[src/rtl/cic_decim.sv]
// N-stage CIC decimator (M=1) feeding off the DDC mixer product, one per I/Q branch.
// Define CIC_ROUND_EN for round-half-up output scaling; default build truncates.
module cic_decim #(
  parameter int N_STAGES   = 3,
  parameter int DEC_RATE   = 16,
  parameter int DIN_WIDTH  = 16,
  parameter int DOUT_WIDTH = 16
) (
  input  logic                         clk_i,
  input  logic                         rst_n_i,
  input  logic                         en_i,
  input  logic signed [DIN_WIDTH-1:0]  data_i,
  output logic signed [DOUT_WIDTH-1:0] data_o,
  output logic                         valid_o
);

  localparam int CNT_W = $clog2(DEC_RATE);
  localparam int RW    = DIN_WIDTH + N_STAGES * CNT_W;
  localparam int RSH   = (RW > DOUT_WIDTH) ? RW - DOUT_WIDTH - 1 : 0;
  localparam logic [RW-1:0] ONE = {{(RW-1){1'b0}}, 1'b1};
  localparam logic [RW-1:0] RND = (RW > DOUT_WIDTH) ? ONE << RSH : '0;
  localparam logic [CNT_W-1:0] CNT_LAST = CNT_W'(DEC_RATE - 1);

  logic signed [RW-1:0] integ [N_STAGES];
  logic signed [RW-1:0] comb  [N_STAGES];
  logic signed [RW-1:0] dly   [N_STAGES];
  logic signed [RW-1:0] cin   [N_STAGES];
  logic signed [RW-1:0] samp;
  logic signed [RW-1:0] din_ext;
  logic signed [RW-1:0] c_fin;
  logic [CNT_W-1:0]     cnt;
  logic [N_STAGES+1:0]  stb;
  logic                 dec;

  assign din_ext = {{(RW-DIN_WIDTH){data_i[DIN_WIDTH-1]}}, data_i};
  assign dec     = en_i && (cnt == CNT_LAST);

  always_comb begin
    cin[0] = samp;
    for (int k = 1; k < N_STAGES; k++) begin
      cin[k] = comb[k-1];
    end
  end

`ifdef CIC_ROUND_EN
  assign c_fin = comb[N_STAGES-1] + RND;
`else
  assign c_fin = comb[N_STAGES-1];
  logic unused_rnd;
  assign unused_rnd = ^RND;
`endif

  // Integrators wrap freely; the combs undo the wrap modulo 2^RW.
  always_ff @(posedge clk_i) begin
    if (!rst_n_i) begin
      for (int k = 0; k < N_STAGES; k++) begin
        integ[k] <= '0;
        comb[k]  <= '0;
        dly[k]   <= '0;
      end
      samp    <= '0;
      cnt     <= '0;
      stb     <= '0;
      data_o  <= '0;
      valid_o <= 1'b0;
    end else begin
      if (en_i) begin
        integ[0] <= integ[0] + din_ext;
        for (int k = 1; k < N_STAGES; k++) begin
          integ[k] <= integ[k] + integ[k-1];
        end
        cnt <= (cnt == CNT_LAST) ? '0 : cnt + CNT_W'(1);
      end
      stb <= {stb[N_STAGES:0], dec};
      if (stb[0]) begin
        samp <= integ[N_STAGES-1];
      end
      for (int k = 0; k < N_STAGES; k++) begin
        if (stb[k+1]) begin
          comb[k] <= cin[k] - dly[k];
          dly[k]  <= cin[k];
        end
      end
      valid_o <= stb[N_STAGES+1];
      if (stb[N_STAGES+1]) begin
        data_o <= c_fin[RW-1 -: DOUT_WIDTH];
      end
    end
  end

endmodule

[config.mk]
export PLATFORM = sky130hd
export DESIGN_NAME = cic_decim
export DESIGN_NICKNAME = d
export VERILOG_FILES = /design/src/rtl/cic_decim.sv
export SDC_FILE = /design/constraint.sdc
export NUM_CORES = 1
export LEC_CHECK = 0
export BUFFER_PORTS_ARGS = -buffer_cell sky130_fd_sc_hd__buf_4
export CAP_MARGIN = 40
export CORE_MARGIN = 3
export CORE_UTILIZATION = 29
export DETAILED_ROUTE_END_ITERATION = 10
export GPL_TIMING_DRIVEN = 0
export SYNTH_ARGS = -nofsm -noshare
export SYNTH_HDL_FRONTEND = slang
export SYNTH_SLANG_ARGS = --single-unit
export TNS_END_PERCENT = 5
[constraint.sdc]
create_clock -name clk_i -period 3.6 [get_ports clk_i]
set_input_delay 0.36 -clock clk_i [delete_from_list [all_inputs] [get_ports clk_i]]
set_output_delay 0.36 -clock clk_i [all_outputs]
set_load 0.05 [all_outputs]
After elaboration in Yosys (flattened, before gate mapping) --
Memories as Yosys holds them, arrays and structs flattened. A register that Yosys moved wholly into a read port is not among the register bits. Index checks and enable logic that the tools add are counted.
Storage, ports and cells: register bits 38, bits in writable memories 252, bits of input ports 19, output and inout port bits 17, logic and storage cells 49, memories kept 3
Operators by class: $add $sub $neg 7, equality and inequality tests 1, mux-type cells 23, bitwise gates (word level) 9, reduce and logical (&&, ||, !) cells 2
Memories:
- comb | words 3, bits a word 28, read ports 3, clocked after Yosys merged registers in 1, write ports 3, line 25 | logic signed [RW-1:0] comb [N_STAGES];
- dly | words 3, bits a word 28, read ports 3, clocked after Yosys merged registers in 0, write ports 3, line 26 | logic signed [RW-1:0] dly [N_STAGES];
- integ | words 3, bits a word 28, read ports 3, clocked after Yosys merged registers in 0, write ports 3, line 24 | logic signed [RW-1:0] integ [N_STAGES];
Operators by type and width (number):
- $mux W28 | 9
- $sub A28 B28 Y28 | 3
- $add A28 B28 Y28 | 2
- $add A28 B16 Y28 | 1
- $mux W1 | 13
- $or A1 B1 Y1 | 9
- $add A4 B1 Y4 const B | 1
- $eq A4 B4 Y1 const B | 1
- $mux W4 | 1
- $logic_and A1 B1 Y1 | 1
- $logic_not A1 Y1 | 1

Depth between registers and ports, before layout --
depth after elaboration 4, depth in mapped cells 11, gate-level depth less buffers 11

Least setup slack after synthesis --
No wires, ideal clock.
kind in2reg, from input en_i, to memory integ[0][0] (netlist name), enable pin, library setup time 0.457 ns, arrival time 2.904 ns, setup slack 0.239 ns, stages on the path 3, path through clkbuf_1 -> clkbuf_1 -> nand2b_1
RTL lines:
- start, declared | line 11 | input logic en_i,
- end, declared | line 24

==> run_results.csv <==
group,metric,value,unit
die,core_area,63770,um2
route,antenna_left,0,
sta,fmax,0.3029,GHz
die,start_util,29.61,%
finish,area_growth,13.27,%
global_route,grtUsageTotal,11.75,%
synthesis,syn_nets,2086,
die,dieArea,68210,um2
route,first_iter_violations,792,
setup_path,rrSetupSlack,0.30,ns
sta,period_share,91.70,%
synthesis,avgSynthCellArea,9.938,um2
sta,fin_setup_tns,0,ns
route,drt_first_pass_iters,7,
synthesis,ys_ff_latch,294,
worst_hold_path,min_path_type,"input pin to flip-flop",
finish,fill_cells,6429,
finish,final_util,33.54,%
cts,cts.sinks,294,
cts,cts_tree,"yes",
placement,globalplace.congestion,0.8676,
cts,clk_pin_slew,0.06,ns
setup_path,cpPeakStageDelay,0.45,ns
cts,ctsResizeCount,0,
sta,finClkSkew,0.01099,ns
synthesis,syn_area,18880,um2
setup_path,cp_slowest_cell,"a31oi_1",
setup_path,critPathMaxFanout,3,
route,drc,0,
sta,post-route-min-period,3.301,ns
sta,setup_violations,0,
placement,placedCellCount,2789,
cts,cts.path.max_buffers,3,
cts,numCtsBuffers,31,
route,vias,13600,
die,fp.dieW,261.2,um
die,rows,92,
placement,port_buffers,34,
synthesis,synthCells,1900,
finish,nNetsFinal,2162,
setup_path,cp_top_family,"compound AO/OA/AOI/OAI gates",
sta,hold_viol_final,0,
setup_path,crit_buf_inv,0,
die,die_y,261.2,um
setup_path,crit_required,3.89,ns
route,wl_per_cell,14.17,um
pwr,power_leakage,8.581,nW
synthesis,synthFlopType,"edfxtp_1",
pwr,powerDensity,422.8,nW/um2
setup_path,cp-end-kind,"flip-flop",
synthesis,synth_top_area_share,38.17,%
sta,worst_pin_slew,0.8387,ns
finish,fin_cells,2847,
cts,post_cts_buffers,0,
global_route,grt_start_max_net_pins,66,
setup_path,crit_chain,"ha_1 > fa_1 > a211oi_1 > o21ai_0 > a31oi_1 > a31oi_2 > a211oi_2 > a21oi_1 > xnor2_1 > nor2_1",
placement,placed_area,20350,um2
finish,layout_commonest_cell,"edfxtp_1",
sta,slew_headroom,44.09,%
synthesis,ys_types,71,
pwr,peakVddDrop,0.0003429,V
setup_path,critPathKind,"flip-flop to flip-flop",
sta,drv_slew,0,
global_route,antenna_found_initial,1,
placement,dp_hpwl,31310,um
run_status,status,"completed",
synthesis,yosys.area.top_type,"edfxtp_1",
synthesis,yosys_warnings,0,
finish,drive_gt1_share,6.250,%
cts,worstSkewPairLatency,0.57,ns
global_route,grt_pass1_wl,66430,um
finish,final_cell_mix,"240 x edfxtp_1, 195 x nor2_1, 162 x ha_1, 144 x a21oi_1, 109 x inv_1",
route,viasPerCell,4.778,
setup_path,cp-start-kind,"flip-flop",
synthesis,synth-seq-area-share,43.89,%
cts,hold_buffers,0,
setup_path,cp.arrival,3.60,ns
job,timing.max_cap.violations,0,
synthesis,synth_edf_count,240,
cts,clockRootBuffer,"clkbuf_16",
cts,cts_max_level,1,
synthesis,netlist_top_cells_area,"edfxtp_1 38%, ha_1 11%, dfxtp_1 5.7%, nor2_1 3.9%, a21oi_1 3.8%",
sta,rsz0062_at_grt,"false",
synthesis,synth-async-reset-ratio,0,%
global_route,gr-total-overflow,0,
finish,finish.instance_area,21390,um2
route,drt_wl_total,40330,um
global_route,grt_pass1_vias,13560,
die,pin_count,36,
[logic make-up (layout without fill, tap and decap cells)]
| family | after synthesis | after routing | share of synthesized area [%] |
|---|---|---|---|
| other | 0 | 1 | 0 |
| AOI/OAI and AO/OA | 474 | 474 | 16.63 |
| and+or+nand+nor | 615 | 615 | 16.18 |
| DFF | 294 | 294 | 43.89 |
| xor gates and xnor gates | 129 | 129 | 5.984 |
| adders and majority gates | 167 | 167 | 11.26 |
| buffers and inverters | 172 | 272 | 3.446 |
| muxes | 49 | 49 | 2.598 |
[final timing paths]
check	from	to	cells after the start
worst max-delay path	integ[0][0]	integ[0][54]	10
worst min-delay path	rst_n_i	stb[3]	2
worst max register to register	integ[0][0]	integ[0][54]	10
worst min register to register	comb[2][17]	data_o[5]	2
[worst register-to-register path, cell delays in order, from the launching register on]
cell      delay, ns
edfxtp_1       0.40
ha_1           0.24
fa_1           0.42
a211oi_1       0.35
o21ai_0        0.24
a31oi_1        0.45
a31oi_2        0.20
a211oi_2       0.34
a21oi_1        0.15
xnor2_1        0.17
nor2_1         0.06
[stage by stage]
stage / power [mW] / setup WS [ns] / hold WS [ns]
floorplan: 5.429 / 0.2394 / 0.4590
global placement: 5.781 / -1.027 / 0.4874
detailed placement: 5.832 / 0.3666 / 0.4957
CTS: 9.123 / 0.3475 / 0.04665
global route: 9.496 / 0.07966 / 0.07647
finish: 9.043 / 0.2990 / 0.07754
[layer usage]
metal / GRT usage, % / vias to the layer above / share of wire [%]
li1: - / 7056 / -
met4: 2.957 / 0 / 2.5
met1: 15.02 / 6217 / 46
met2: 20.91 / 252 / 48
met3: 1.547 / 79 / 3.2
met5: 0 / - / 0
[sequential cells by signal, summed over array words and instances, names as in the netlist]
register / count
integ: 84
data_o: 16
dly: 84
comb: 72
samp: 28
stb: 5
valid_o: 1
cnt: 4
[final cells by class]
cell class | instances | area, um2 | area share [%]
Multi-Input combinational cell | 1434 | 9958 | 46.56
Sequential cell | 294 | 8288 | 38.75
Tap cell | 846 | 1059 | 4.949
Clock buffer | 34 | 787.0 | 3.680
Inverter | 109 | 409.1 | 1.913
Timing Repair Buffer | 43 | 392.9 | 1.837
Clock inverter | 23 | 249.0 | 1.164
Buffer | 63 | 241.5 | 1.129
Antenna cell | 1 | 2.502 | 0.01170
[synth_stat cells, types with 46 or more instances]
library cell,count
a21o_1,71
a21oi_1,144
and2_1,96
clkbuf_1,56
dfxtp_1,54
edfxtp_1,240
ha_1,162
inv_1,109
mux2i_1,49
nand2_1,91
nand3_1,46
nor2_1,195
nor2b_1,72
o21ai_0,81
xnor2_1,73
xor2_1,56
[where the power goes]
part / switching [mW] / total (mW) / internal [mW]
clock network: 1.33 / 3.26 / 1.93
logic: 1.05 / 1.78 / 0.730
registers: 0.130 / 4.01 / 3.88
total: 2.51 / 9.04 / 6.54
Note: power is estimated with default switching activity, not from simulation.
